===== src/rtl/tpu_result_uart_tx.sv =====
// Streams the TPU result buffer out of the board as a framed 8N1 UART stream.
// Optional: define TPU_RESULT_TX_CHECKSUM_EN to append an XOR checksum byte.
module tpu_result_uart_tx #(
    parameter int         CLKS_PER_BIT = 868,
    parameter int         RESULT_DEPTH = 16,
    parameter int         ADDR_W       = 4,
    parameter logic [7:0] HEADER_BYTE  = 8'hA5
) (
    input  logic              clk,
    input  logic              rst,
    input  logic              start,
    input  logic [ADDR_W:0]   num_words,
    output logic [ADDR_W-1:0] rd_addr,
    output logic              rd_en,
    input  logic [15:0]       rd_data,
    output logic              uart_tx,
    output logic              busy,
    output logic              done
);
    localparam int CNT_W = $clog2(CLKS_PER_BIT + 1);
    localparam int AW1   = ADDR_W + 1;
    localparam logic [CNT_W-1:0] CNT_MAX = CNT_W'(CLKS_PER_BIT - 1);
    localparam logic [ADDR_W:0]  DEPTH   = AW1'(RESULT_DEPTH);

    typedef enum logic [2:0] {
        S_IDLE, S_SEND_HDR, S_FETCH, S_CAPTURE,
        S_SEND_HI, S_SEND_LO, S_TAIL, S_FINISH
    } state_t;

    state_t state_q, state_d;
    logic [ADDR_W:0]   n_q, idx_q, idx_d;
    logic [ADDR_W-1:0] rd_addr_q;
    logic              rd_en_q;
    logic [7:0]        lo_q;

    logic              act_q, tx_q;
    logic [8:0]        sh_q;
    logic [3:0]        bit_q;
    logic [CNT_W-1:0]  cnt_q;
    logic              ser_last;

    logic              ld, ld_data, accept;
    logic [7:0]        ld_byte;

`ifdef TPU_RESULT_TX_CHECKSUM_EN
    logic [7:0]        csum_q;
`endif

    assign ser_last = act_q && (cnt_q == CNT_MAX) && (bit_q == 4'd9);

    always_comb begin
        state_d = state_q;
        idx_d   = idx_q;
        ld      = 1'b0;
        ld_data = 1'b0;
        ld_byte = 8'h00;
        accept  = 1'b0;
        unique case (state_q)
            S_IDLE: begin
                if (start) begin
                    accept  = 1'b1;
                    idx_d   = '0;
                    ld      = 1'b1;
                    ld_byte = HEADER_BYTE;
                    state_d = S_SEND_HDR;
                end
            end
            S_SEND_HDR: begin
                if (ser_last) begin
                    if (n_q != '0) begin
                        state_d = S_FETCH;
                    end else begin
`ifdef TPU_RESULT_TX_CHECKSUM_EN
                        ld      = 1'b1;
                        ld_byte = csum_q;
                        state_d = S_TAIL;
`else
                        state_d = S_FINISH;
`endif
                    end
                end
            end
            S_FETCH: state_d = S_CAPTURE;
            S_CAPTURE: begin
                ld      = 1'b1;
                ld_data = 1'b1;
                ld_byte = rd_data[15:8];
                state_d = S_SEND_HI;
            end
            S_SEND_HI: begin
                if (ser_last) begin
                    ld      = 1'b1;
                    ld_data = 1'b1;
                    ld_byte = lo_q;
                    state_d = S_SEND_LO;
                end
            end
            S_SEND_LO: begin
                if (ser_last) begin
                    if (idx_q + 1'b1 == n_q) begin
`ifdef TPU_RESULT_TX_CHECKSUM_EN
                        ld      = 1'b1;
                        ld_byte = csum_q;
                        state_d = S_TAIL;
`else
                        state_d = S_FINISH;
`endif
                    end else begin
                        idx_d   = idx_q + 1'b1;
                        state_d = S_FETCH;
                    end
                end
            end
            S_TAIL:   if (ser_last) state_d = S_FINISH;
            S_FINISH: state_d = S_IDLE;
            default:  state_d = S_IDLE;
        endcase
    end

    always_ff @(posedge clk) begin
        if (rst) begin
            state_q   <= S_IDLE;
            n_q       <= '0;
            idx_q     <= '0;
            rd_addr_q <= '0;
            rd_en_q   <= 1'b0;
            lo_q      <= 8'h00;
        end else begin
            state_q <= state_d;
            idx_q   <= idx_d;
            rd_en_q <= (state_d == S_FETCH);
            if (state_d == S_FETCH) rd_addr_q <= idx_d[ADDR_W-1:0];
            if (accept) n_q <= (num_words > DEPTH) ? DEPTH : num_words;
            if (state_q == S_CAPTURE) lo_q <= rd_data[7:0];
        end
    end

    // A load on the final stop-bit cycle chains the next start bit with no gap.
    always_ff @(posedge clk) begin
        if (rst) begin
            act_q <= 1'b0;
            tx_q  <= 1'b1;
            sh_q  <= '1;
            bit_q <= 4'd0;
            cnt_q <= '0;
        end else if (ld) begin
            act_q <= 1'b1;
            tx_q  <= 1'b0;
            sh_q  <= {1'b1, ld_byte};
            bit_q <= 4'd0;
            cnt_q <= '0;
        end else if (act_q) begin
            if (cnt_q == CNT_MAX) begin
                cnt_q <= '0;
                if (bit_q == 4'd9) begin
                    act_q <= 1'b0;
                    tx_q  <= 1'b1;
                end else begin
                    tx_q  <= sh_q[0];
                    sh_q  <= {1'b1, sh_q[8:1]};
                    bit_q <= bit_q + 4'd1;
                end
            end else begin
                cnt_q <= cnt_q + 1'b1;
            end
        end
    end

`ifdef TPU_RESULT_TX_CHECKSUM_EN
    always_ff @(posedge clk) begin
        if (rst || accept) begin
            csum_q <= 8'h00;
        end else if (ld && ld_data) begin
            csum_q <= csum_q ^ ld_byte;
        end
    end
`endif

    assign rd_addr = rd_addr_q;
    assign rd_en   = rd_en_q;
    assign uart_tx = tx_q;
    assign busy    = (state_q != S_IDLE) && (state_q != S_FINISH);
    assign done    = (state_q == S_FINISH);

endmodule

===== config.mk =====
export PLATFORM = sky130hd
export DESIGN_NAME = tpu_result_uart_tx
export DESIGN_NICKNAME = d
export VERILOG_FILES = /design/src/rtl/tpu_result_uart_tx.sv
export SDC_FILE = /design/constraint.sdc
export NUM_CORES = 1
export LEC_CHECK = 0
export CORE_ASPECT_RATIO = 1.5
export CORE_MARGIN = 2
export CORE_UTILIZATION = 25
export CTS_CLUSTER_SIZE = 10
export DETAILED_ROUTE_END_ITERATION = 8
export SYNTH_ARGS = -nofsm -noshare
export SYNTH_HDL_FRONTEND = slang
export SYNTH_SLANG_ARGS = --single-unit

===== constraint.sdc =====
create_clock -name clk -period 2.4 [get_ports clk]
set_input_delay 0.48 -clock clk [delete_from_list [all_inputs] [get_ports clk]]
set_output_delay 0.48 -clock clk [all_outputs]
set_load 0.01 [all_outputs]

Word level (Yosys, flattened, before mapping). Index checks and enable logic that the tools add are counted.

Bits in registers: 50. Word-level logic and storage cells: 80.

Add/sub/neg operators: 3. Magnitude comparators: 1. Equality and inequality tests: 16. Mux-type cells: 33. Bitwise gates (word level): 1. Reduce and logical (&&, ||, !) cells: 14.

Operators by type and width (number): $mux W8 (6); $pmux W3 S8 (1); $pmux W8 S3 (1); $mux W3 (7); $mux W5 (4); $eq A3 B3 Y1 const B (4); $mux W1 (11); $add A10 B1 Y10 const B (1); $eq A10 B10 Y1 const B (1); $mux W10 (1); $pmux W5 S2 (1); $eq A3 B2 Y1 const B (3); $ne A2 B2 Y1 const B (4); $reduce_and A3 Y1 (2); $reduce_bool A2 Y1 (3); $add A5 B1 Y5 const B (1); $eq A5 B5 Y1 (1); $gt A5 B5 Y1 const B (1); $reduce_bool A5 Y1 (1); $add A4 B1 Y4 const B (1); $eq A4 B4 Y1 const B (1); $reduce_and A4 Y1 (1); $eq A3 B1 Y1 const B (1); $logic_and A1 B1 Y1 (3); 7 further kinds (7).

Depth between registers and ports, before layout. Gate-level depths: netlist of run 1.

Depth in word-level cells: 7. Depth in mapped cells: 10. Depth with buffers taken out: 8.

Worst setup path after synthesis of run 1. Ideal clock, no wire load.

Path type: register -> register. Start: register idx_q[0]. End: register rd_addr_q[0] (netlist: rd_addr[0]). Arrival: 1.993 ns. Data required time: 2.321 ns. Setup slack: 0.328 ns. Stages on the path, launching flop included: 8. Path through: dfxtp_1 -> ha_1 -> o21ba_2 -> a22oi_1 -> o2111a_2 -> or3_4 -> mux2_4 -> a211oi_2.

Longest elaborated chain between the ends: 6. Elaborated cells on any way between the ends: 10.

RTL lines: start, declared (RTL line 31) `logic [ADDR_W:0] n_q, idx_q, idx_d;`; start signal, assigned (RTL line 130) `idx_q <= idx_d;`; $add A5 B1 Y5 (RTL line 100, 109); $eq A5 B5 Y1 (RTL line 100) `if (idx_q + 1'b1 == n_q) begin`; $mux W3 (RTL line 100); $mux W3 (RTL line 99) `if (ser_last) begin`; $pmux W3 S8 (RTL line 58) `unique case (state_q)`; $eq A3 B2 Y1 (RTL line 132) `if (state_d == S_FETCH) rd_addr_q <= idx_d[ADDR_W-1:0];`; end signal, assigned (RTL line 132); end, declared (RTL line 32) `logic [ADDR_W-1:0] rd_addr_q;`.

Several ways; a longest one is shown, not always the timed one. The select of a mux whose other input is x is not followed. A chain may end at the register's enable or synchronous reset.

Worst setup path after layout of run 1.
Start: register state_q[2]. End: output port busy.

Longest elaborated chain between the ends: 2. Elaborated cells on any way between the ends: 3.

RTL lines: start, declared (RTL line 30) `state_t state_q, state_d;`; start signal, assigned (RTL line 129) `state_q <= state_d;`; $ne A3 B3 Y1 or $reduce_bool A3 Y1 (tied branches) (RTL line 182) `assign busy = (state_q != S_IDLE) && (state_q != S_FINISH);`; $logic_and A1 B1 Y1 (*) (RTL line 182); end, declared (RTL line 17) `output logic busy,`.

Mark *: on every way between the ends. The rest lies on a longest branch, timed or not.

==> summary.md, run 1 <==
| Metric | Value |
|---|---|
| Pleak | ~1.1 nW |
| # rows | between 40 and 50 |
| WS Path Type | flop to output pin |
| Most common cell in the synthesized netlist | dfxtp_1 |
| Fill count | just over 1000 |
| R2R setup slack | about 240 ps |
| Async set-or-reset flop fraction in the synthesized netlist | 0% |
| # H-tree levels | 2 |
| Core area | a little under 10000 µm² |
| Number of global-route vias before repair | approximately 2100 |
| IO Pins | 32 |
| Hold Vio Cnt, Final | 0 |
| Drt total wl | 5700 µm |
| Crit path DAT | around 1800 ps |
| Stages on worst setup path | 3 |
| Fmax | roughly 0.44 GHz |
| Netlist cell types | about 60 |
| Worst Setup End Kind | output pin |
| Total GRT Usage | 10.8% |
| First-pass GRT wire length | approximately 9500 µm |
| Clock sink count | 50 |
| Worst-margin pin slew | 555 ps |
| Fin crit share | between 90% and 100% |
| R2R depth | 7 |
| Final GP Congestion | between 0.7 and 0.8 |
| Min-delay worst type | flop to flop |
| Die Height | approximately 130 µm |
| Critical Path RT | between 1500 and 2000 ps |
| I/O Buffers | 31 |
| Reg clk slew, reported paths | around 70 ps |
| Clock Skews | 10.9 ps |
| Pin count of the biggest net entering global routing | 35 |
| Commonest cells post-synth | dfxtp_1, nor2_1, nand2_1, a21oi_1, xnor2_1 |
| Slowest cell on the critical path | dfxtp_1 |
| Antenna-violating nets left | 0 |
| Post-CTS setup repair buffer count | 0 |
| Vias per cell | approximately 4.8 |
| First drt pass iteration count | 4 |
| CTS buffer count | 5 |
| Mapped cell area | between 2000 and 2500 µm² |
| Synth Flop Type | dfxtp_1 |
| CTS tree | yes |
| Buf/Inv on CP | 1 |
| DP Wirelength | between 4000 and 5000 µm |
| Yosys reg bits | 50 |
| Max-capacitance violation count | 0 |
| Syn_area_per_cell | approximately 8.6 µm² |
| Max FO, Critical Path | 16 |
| RSZ-0062 raised after global routing | no |
| Hold-fix buffers, CTS | 0 |
| Chip width | approximately 85 µm |
| EDFF count, synth | 0 |
| Die area | between 10000 and 15000 µm² |
| Average wire per standard cell | about 13 µm |
| CTS max path bufs | 2 |
| VDD IR max | 0.359 mV |
| Yosys warnings | 0 |
| Nets | 353 |
| Crit path cell chain | nor3_1 -> nor2_1 -> clkdlybuf4s50_1 |
| Layout cells sized above 1 | a little under an eighth |
| Post-layout total power | around 0.0017 W |
| Initial Util | around a quarter |
| Status | finished, final reports clean |
| Worst path max stage delay | a little under 700 ps |
| Hold Crit Depth | 2 |
| Setup TNS | 0 ps |
| Top post-synthesis cells by area | dfxtp_1, nor2_1, nand2_1 |
| Proportion of netlist area held by the largest area contributor | 40.6% |
| Crit path time final | 2250 ps |
| CP delay by family, top | flip-flops |
| Final setup viols | 0 |
| CP startpoint kind | flop |
| Synth-to-layout area growth | 26.3% |
| Ant. Diodes | 0 |
| Cells after synthesis | 288 |
| Relative slew margins | 62.9% |
| Post-CTS sizing | 0 |
| Seq/Total Area, Yosys | 40.6% |
| Cell Pwr Density | 551 nW/µm² |
| Initial antenna violation count | 0 |
| Root buffer cell | clkbuf_16 |
| GRT Residual Overflow | 0 |
| Syn nets | 316 |
| Most area-hungry cell type in the Yosys netlist | dfxtp_1 |
| Final Slew Violations | 0 |
| Initial DRC count | 67 |
| # DRC | 0 |
| Worst-Skew Late Latency | just under 300 ps |
| Vias after detailed routing | approximately 2100 |
[through the flow]
stage | cell area (µm²) | hold WS (ps) | setup slack (ps) | util [%] | cells
floorplan | 2460 | 434 | 328 | - | 288
global placement | 2980 | 443 | 65.6 | 30.9 | 433
detailed placement | 2980 | 448 | 21.3 | 30.9 | 433
CTS | 3110 | 458 | 133 | 32.3 | 440
global route | 3110 | 469 | 46.0 | 32.3 | 440
finish | 3110 | 456 | 147 | 32.3 | 440
[kinds of logic after synthesis]
family / Yosys count / synth area share (%)
AND/OR/NAND/NOR: 130 / 27.0
AO/OA/AOI/OAI: 60 / 17.4
flip-flops: 50 / 40.6
buffers and inverters: 19 / 3.45
XOR/XNOR: 18 / 6.40
multiplexers: 7 / 3.15
adder cells (fa/ha/maj): 4 / 2.03
[final timing paths]
check,from,end
worst max-delay path,state_q[2],busy
worst max register to register,idx_q[1],rd_addr[0]
worst min-delay path,lo_q[3],lo_q[3]
worst min register to register,lo_q[3],lo_q[3]
[metal layers]
layer / vias to the layer above / part of all wire [%] / global-route usage, %
met1: 992 / 43 / 12.0
met4: 0 / 2.6 / 4.95
li1: 1088 / - / -
met5: - / 0 / 0
met2: 35 / 53 / 19.8
met3: 10 / 2.2 / 1.44
[area by class of cell]
class	instances	area [µm²]	area share, %
inverters	5	18.8	0.603
repair buffers	44	433	13.9
clock inverters	2	13.8	0.442
clock buffers	5	125	4.02
well taps	115	144	4.62
flip-flops and latches	50	1000	32.1
multi-input cells	219	1380	44.3
[worst reg2reg max path: stages (launching register included)]
cell and delay, ps:
dfxtp_1 350, ha_1 300, xnor2_1 160, a22oi_1 80, o2111a_2 320, or3_4 400
mux2_4 320, a211oi_2 160
[report_power, final]
part / internal [W] / leakage (nW) / switching, W
registers: 0.000845 / 0.405 / 0.0000149
logic: 0.0000878 / 0.631 / 0.0000781
clock network: 0.000383 / 0.0701 / 0.000308
total: 0.00132 / 1.11 / 0.000401
[flip-flops by register name, summed over array words and instances, names as in the netlist]
| signal | count |
|---|---|
| n_q | 5 |
| uart_tx | 1 |
| idx_q | 5 |
| cnt_q | 10 |
| sh_q | 8 |
| state_q | 3 |
| act_q | 1 |
| rd_addr | 4 |
| bit_q | 4 |
| lo_q | 8 |
| rd_en | 1 |
[cell usage in the layout (no fill, tap or decap), types with 5 or more instances in the layout]
cell type,count
dfxtp_1,50
nor2_1,44
nand2_1,33
clkdlybuf4s50_1,31
a21oi_1,23
xnor2_1,11
buf_4,11
nor3_1,10
xor2_1,7
o21ai_0,7
a211oi_1,6
nand4_1,6
and2_1,5
clkbuf_16,5
No activity file was read; power rests on OpenSTA's default activity.
==> inputs of run 2 (changes only) <==
Settings changed: MAX_ROUTING_LAYER set to met4.
==> summary.md, run 2 (synthesis results as in run 1) <==
| Metric | Value |
|---|---|
| Crit path time final | 2250 ps |
| I/O Buffers | 31 |
| Core area | between 9000 and 10000 µm² |
| Setup crit end | busy |
| RSZ-0062 raised after global routing | no |
| Max FO, Critical Path | 16 |
| Dpl cells | 433 |
| Vias after detailed routing | 2123 |
| Slowest cell on the critical path | dfxtp_1 |
| Worst path max stage delay | roughly 670 ps |
| Critical Path RT | roughly 1900 ps |
| Initial Util | 25.6% |
| Nets | ~350 |
| Hold path startpoint | lo_q[3] |
| Most frequent cells in the layout | dfxtp_1, nor2_1, nand2_1, clkdlybuf4s50_1, a21oi_1 |
| Stages on worst setup path | 3 |
| CTS buffer count | 5 |
| Most common cell after layout, fill and taps aside | dfxtp_1 |
| First drt pass iteration count | 4 |
| Non-Filler Instances | between 400 and 500 |
| Final Slew Violations | 0 |
| Antenna-violating nets left | 0 |
| Post-CTS setup repair buffer count | 0 |
| Average wire per standard cell | around 13 µm |
| Clock Skews | 10.8 ps |
| DP Wirelength | around 4200 µm |
| Fill count | 1006 |
| Pleak | ~1.1 nW |
| # H-tree levels | 2 |
| Worst-Skew Late Latency | about 290 ps |
| Number of global-route vias before repair | 2071 |
| Registers with the most flip-flops | cnt_q: 10 flops, lo_q: 8 flops, sh_q: 8 flops |
| R2R setup slack | ~240 ps |
| Initial antenna violation count | 0 |
| End of the worst register-to-register path | rd_addr[0] |
| Chip width | 85.1 µm |
| Biggest register | cnt_q |
| # DRC | 0 |
| CTS tree | yes |
| Post-CTS sizing | 0 |
| Initial DRC count | between 60 and 70 |
| Sw Share | a little under a quarter |
| WS Path Type | flop to output pin |
| Crit path DAT | ~1800 ps |
| Status | finished, final reports clean |
| Final GP Congestion | ~0.8 |
| Sequential power share | between 50% and 60% |
| Ant. Diodes | 0 |
| Die Height | around 130 µm |
| First-pass GRT wire length | 9520 µm |
| CTS max path bufs | 2 |
| Layout cells sized above 1 | a little under an eighth |
| Hold-fix buffers, CTS | 0 |
| Hold_ws | approximately 460 ps |
| R2R Path Start | idx_q[1] |
| CP startpoint kind | flop |
| VDD IR max | between 0.3 and 0.4 mV |
| Synth-to-layout area growth | 26.3% |
| R2R depth | 7 |
| Die area | between 10000 and 15000 µm² |
| Fmax | between 0.4 and 0.5 GHz |
| GRT Residual Overflow | 0 |
| CP delay by family, top | flip-flops |
| Clock sink count | 50 |
| Internal | 0.00132 W |
| Switching power | ~0.0004 W |
| Worst Setup End Kind | output pin |
| Relative slew margins | a little over three fifths |
| Root buffer cell | clkbuf_16 |
| Setup TNS | 0 ps |
| Vias per cell | ~4.8 |
| Max-capacitance violation count | 0 |
| Worst-margin pin slew | 551 ps |
| Crit path cell chain | nor3_1 -> nor2_1 -> clkdlybuf4s50_1 |
| Max reg flops | 10 |
| Pin count of the biggest net entering global routing | 35 |
| Clock power share | about two fifths |
| Drt total wl | between 5000 and 6000 µm |
| Cell Pwr Density | around 550 nW/µm² |
| Logic pwr share | 9.7% |
| Core Util, Final | about 32% |
| IO Pins | 32 |
| # rows | 44 |
| Reg clk slew, reported paths | approximately 70 ps |
| Final setup viols | 0 |
| Buf/Inv on CP | 1 |
| Crit path from | state_q[2] |
| Total GRT Usage | between 10 and 15% |
| Min-delay worst type | flop to flop |
| Fin crit share | 93.9% |
| Hold Vio Cnt, Final | 0 |
-- run 2: cell counts in the layout (fill, tap and decap cells not counted) --
Identical to the previous run, type by type.
-- run 2: layout make-up --
type	count	area [µm²]	area share [%]
multi-input cells	219	1380	44.3
flip-flops and latches	50	1000	32.1
repair buffers	44	433	13.9
well taps	115	144	4.62
clock buffers	5	125	4.02
inverters	5	18.8	0.603
clock inverters	2	13.8	0.442
-- run 2: worst register-to-register path: cells and delay by family, from the launching register on --
kind,cells,cell delay (ps)
DFF,1,350
adders and majority gates,1,300
muxes,1,320
xor gates and xnor gates,1,160
and+or+nand+nor,1,400
AOI/OAI and AO/OA,3,560
-- run 2: how the worst min path moves through the flow --
| stage | cells past startpoint | slack [ps] | endpoint |
|---|---|---|---|
| 5_1_grt | 2 | 470 | lo_q[5] |
| 6_report | 2 | 460 | lo_q[3] |
| 2_1_floorplan | 2 | 430 | sh_q[5] |
| 4_1_cts | 2 | 460 | lo_q[5] |
| 3_3_place_gp | 2 | 440 | lo_q[1] |
| 3_5_place_dp | 2 | 450 | lo_q[5] |
-- run 2: stage by stage --
| stage | instance area, µm² | total power [W] | setup slack [ps] |
|---|---|---|---|
| final | 3110 | 0.00172 | 146 |
| after global routing | 3110 | 0.00178 | 46.0 |
| after CTS | 3110 | 0.00173 | 133 |
| after detailed placement | 2980 | 0.00104 | 21.3 |
| after global placement | 2980 | 0.00104 | 65.6 |
| after floorplan | 2460 | 0.000960 | 328 |
-- run 2: power by group through the flow --
stage	combinational (W)	sequential (W)	clock (W)
6_report	0.000166	0.000860	0.000691
3_5_place_dp	0.000167	0.000878	0
4_1_cts	0.000168	0.000859	0.000706
5_1_grt	0.000182	0.000861	0.000737
2_1_floorplan	0.0000878	0.000872	0
3_3_place_gp	0.000165	0.000878	0
-- run 2: per-layer routing --
metal	global-route usage, %	wire (µm)
met5	-	0
met4	4.95	146
met3	1.44	130
met2	19.8	3000
met1	12.0	2440
==> RTL change 1, RTL diff (flow settings as in run 1) <==
Re-encode `state_t` (8 states) as one-hot, 8 bits wide.
--- a/src/rtl/tpu_result_uart_tx.sv
+++ b/src/rtl/tpu_result_uart_tx.sv
@@ -22,9 +22,9 @@
     localparam logic [CNT_W-1:0] CNT_MAX = CNT_W'(CLKS_PER_BIT - 1);
     localparam logic [ADDR_W:0]  DEPTH   = AW1'(RESULT_DEPTH);
 
-    typedef enum logic [2:0] {
-        S_IDLE, S_SEND_HDR, S_FETCH, S_CAPTURE,
-        S_SEND_HI, S_SEND_LO, S_TAIL, S_FINISH
+    typedef enum logic [7:0] {
+        S_IDLE = 8'b00000001, S_SEND_HDR = 8'b00000010, S_FETCH = 8'b00000100, S_CAPTURE = 8'b00001000,
+        S_SEND_HI = 8'b00010000, S_SEND_LO = 8'b00100000, S_TAIL = 8'b01000000, S_FINISH = 8'b10000000
     } state_t;
 
     state_t state_q, state_d;
Formal check against the unedited RTL: same outputs for any inputs over 10 cycles, from zero or initial values and one cycle with rst high; not proved beyond that.
==> RTL change 1 against run 1 <==
- highest routed layer unchanged
- power grew 18%
- die area increased by 8.9%
- largest power group unchanged
- synthesized area is 9.3% higher
- sequential share of layout area about the same
- worst setup slack lost 0.033 ns
- sequential power grew 12%
- critical path type unchanged
- sequential cell count is 5 higher
- largest cell class unchanged
- wire length is 14% higher
- design area rose by 10%
- utilization up 0.28 points
- via count is 12% higher
- non-clock buffer count rose by 4
==> RTL change 1: results (changes against run 1) <==
[metrics] Detail Route met2 WL: 3430 um (+15%)
[metrics] worst-case hold slack: 0.460 ns (+0.00389 ns)
[metrics] CP Data Arrival Time: 1.81 ns (+0.04 ns)
[metrics] number of global-route vias before repair: 2294 (+11%)
[metrics] flop-to-flop setup slack: 0.20 ns (-0.04 ns)
[metrics] peak ir drop on the vdd network: 0.333 mV (-7.1%)
[metrics] count of unique library cells instantiated by Yosys: 53 (-10%)
[metrics] sequential area share after synthesis: 40.9% (+0.26 points)
[metrics] Synthesized Nets: 343 (+8.5%)
[metrics] number of vias per cell: 4.77 (-1.2%)
[metrics] commonest cells in the synthesized netlist: sky130_fd_sc_hd__dfxtp_1 (55), sky130_fd_sc_hd__nor2_1 (51), sky130_fd_sc_hd__nand2_1 (33)
[metrics] Total GRT Usage: 11.6% (+0.88 points)
[metrics] Static Leakage: 1.23 nW (+11%)
[metrics] worst setup timing slack at the placement stage: 0.0957 ns (+0.0745 ns)
[metrics] maximum number of pins on one net before global-route repair: 28 (-20%)
[metrics] met1 WL: 2710 um (+11%)
[metrics] detailed-routed wire length on met3: 195 um (+55%)
[metrics] Cell Count, Final, Fillers Out: 501 (+14%)
[metrics] routability congestion estimate from global placement: 0.851 (+11%)
[metrics] Post-Place Cell Area: 0.00325 mm2 (+9.1%)
[metrics] Iter 0 DRT Violations: 192 (+190%)
[metrics] Inst Count DP: 492 (+14%)
[metrics] outcome: completed
[metrics] Net count, final: 384 (+8.8%)
[metrics] Global Route met1 Usage: 13.2% (+1.2 points)
[metrics] met3 demand-to-capacity share in global routing: 2.51% (+1.1 points)
[metrics] pin slew with the least headroom to its limit: 0.395 ns (-0.161 ns)
[metrics] Detailed Route WL: 6480 um (+14%)
[metrics] GR met2 Demand/Resource: 20.2% (+0.43 points)
RTL change 1: power by group through the flow:
stage	combinational [mW]	clock (mW)	sequential [mW]
finish	0.213	0.844	0.962
CTS	0.215	0.863	0.961
global placement	0.211	0	0.982
global route	0.236	0.904	0.965
detailed placement	0.214	0	0.983
floorplan	0.125	0	0.978
RTL change 1: kinds of logic (layout without fill, tap and decap cells):
family,after synthesis,in the layout,synth area share (%)
AND/OR/NAND/NOR,145,145,28.9
AO/OA/AOI/OAI,67,67,16.9
flip-flops,55,55,40.9
XOR/XNOR,18,18,5.85
buffers and inverters,18,60,2.69
multiplexers,8,8,2.97
adder cells (fa/ha/maj),4,4,1.86
RTL change 1: timing repair:
action | 4_1_cts | 5_1_grt
resized for setup | 0 | 5
endpoints found under the setup margin | 0 | 7
buffers inserted | 0 | 1
RTL change 1: worst max-delay path: stages (launching register included):
cell	delay (ns)
sky130_fd_sc_hd__dfxtp_1	0.41
sky130_fd_sc_hd__nor4_4	0.33
sky130_fd_sc_hd__and4b_1	0.24
sky130_fd_sc_hd__clkdlybuf4s50_1	0.53
RTL change 1: layout make-up:
cell class	instances	area, um2
tap	144	180
clock inverter	3	47.5
timing repair buffer	48	438
sequential	55	1100
clock buffer	5	125
fill	1128	7100
inverter	4	15.0
multi-input combinational	242	1530
RTL change 1: worst paths after layout:
kind / end / depth (start not counted) / from
worst max-delay path: done / 3 / state_q[4]
worst min-delay path: lo_q[3] / 2 / lo_q[3]
worst max register to register: rd_addr[3] / 7 / state_q[4]
worst min register to register: lo_q[3] / 2 / lo_q[3]
==> RTL change 2, RTL diff (config.mk and constraints of run 1) <==
Made on the original files. `ADDR_W`: 4 -> 3.
--- a/src/rtl/tpu_result_uart_tx.sv
+++ b/src/rtl/tpu_result_uart_tx.sv
@@ -3,7 +3,7 @@
 module tpu_result_uart_tx #(
     parameter int         CLKS_PER_BIT = 868,
     parameter int         RESULT_DEPTH = 16,
-    parameter int         ADDR_W       = 4,
+    parameter int         ADDR_W       = 3,
     parameter logic [7:0] HEADER_BYTE  = 8'hA5
 ) (
     input  logic              clk,
Interface: changed (resized num_words and rd_addr); port bits go from 32 to 30. No check against the original RTL was run, so the function may have changed too.
==> RTL change 2 against run 1 <==
- clock skew shrank 0.0061 ns
- wire length shrank 12%
- design area shrank 8.0%
- power grew 1.7%
- sequential cell count shrank 3
- synthesized area shrank 9.0%
- worst setup slack gained 0.054 ns
- cell count shrank 9.3%
==> RTL change 2: results (changes against run 1) <==
[metrics] detailed-routed wire length on met3: 139 um (+10%)
[metrics] count of unique library cells instantiated by Yosys: 52 (-12%)
[metrics] commonest cells in the synthesized netlist: sky130_fd_sc_hd__dfxtp_1 (47), sky130_fd_sc_hd__nor2_1 (34), sky130_fd_sc_hd__nand2_1 (29)
[metrics] relative area of clock buffers and inverters in the final design: 6.07% (+1.6 points)
[metrics] Final HPWL DP: 3690 um (-12%)
[metrics] Synthesized Nets: 284 (-10%)
[metrics] Cells after Synth: 257 (-11%)
[metrics] number of global-route vias before repair: 1791 (-14%)
[metrics] pin slew with the least headroom to its limit: 0.524 ns (-0.0309 ns)
[metrics] total via count after detailed routing: 1890 (-11%)
[metrics] Plain + repair buffers: 38 (-14%)
[metrics] highest-delay cell along the critical path: sky130_fd_sc_hd__nor4_4
[metrics] number of inverters outside the clock class in the layout: 2 (-3)
[metrics] crit-path leading delay family: simple AND/OR/NAND/NOR gates
[metrics] share of final-layout standard cells stronger than drive strength 1: 11.4% (-0.58 points)
[metrics] Static Leakage: 1.07 nW (-3.2%)
[metrics] Multi-input gate area: 0.00126 mm2 (-8.7%)
[metrics] number of filler cells placed in the layout: 912 (-9.3%)
[metrics] Total GRT Usage: 11.2% (+0.39 points)
[metrics] Cell Count, Final, Fillers Out: 399 (-9.3%)
[metrics] Detail Route met2 WL: 2600 um (-13%)
[metrics] sequential area share after synthesis: 41.9% (+1.3 points)
[metrics] outcome: completed
[metrics] Multi-In Gates: 194 (-11%)
[metrics] largest cells by area after synthesis: sky130_fd_sc_hd__dfxtp_1 (42%), sky130_fd_sc_hd__nor2_1 (5.7%), sky130_fd_sc_hd__nand2_1 (4.9%)
[metrics] wire length of the first global-routing pass: 8490 um (-11%)
[RTL change 2: cell count changes in the layout (fill, tap and decap cells not counted), sizes merged, moves of 6 or more]
cell / change
a211oi: -6
clkdlybuf4s50: -6
a21oi: -9
nor2: -11
a221oi: +7
[RTL change 2: where the power goes]
group / switching, mW / total (mW) / internal, mW
Clock: 0.299 / 0.817 / 0.518
Combinational: 0.0538 / 0.119 / 0.0655
Sequential: 0.0130 / 0.809 / 0.796
Total: 0.366 / 1.75 / 1.38
[RTL change 2: final timing paths]
| check | slack, ns | endpoint | start | cells after the start |
|---|---|---|---|---|
| max | 0.20 | rd_addr[1] | cnt_q[1] | 8 |
| min | 0.45 | lo_q[0] | lo_q[0] | 2 |
| max reg2reg | 0.20 | rd_addr[1] | cnt_q[1] | 8 |
| min reg2reg | 0.45 | lo_q[0] | lo_q[0] | 2 |
[RTL change 2: repair_timing]
action	CTS	global route
endpoints found under the hold margin	0	0
endpoints found under the setup margin	0	10
resized for setup	0	2
[RTL change 2: cell families (layout without fill, tap and decap cells)]
| group | count (synthesis) | count (layout) | synth area share, % |
|---|---|---|---|
| AND/OR/NAND/NOR | 116 | 116 | 27.9 |
| AO/OA/AOI/OAI | 51 | 51 | 15.6 |
| flip-flops | 47 | 47 | 41.9 |
| XOR/XNOR | 18 | 18 | 7.03 |
| buffers and inverters | 16 | 48 | 2.90 |
| multiplexers | 5 | 5 | 2.45 |
| adder cells (fa/ha/maj) | 4 | 4 | 2.23 |
[RTL change 2: through the flow]
step	setup slack, ns	cell area [um2]	hold slack [ns]
after global placement	0.132	2670	0.446
after global routing	0.0236	2870	0.478
after CTS	0.137	2850	0.457
final	0.201	2870	0.455
after detailed placement	0.100	2670	0.448
after floorplan	0.334	2240	0.436
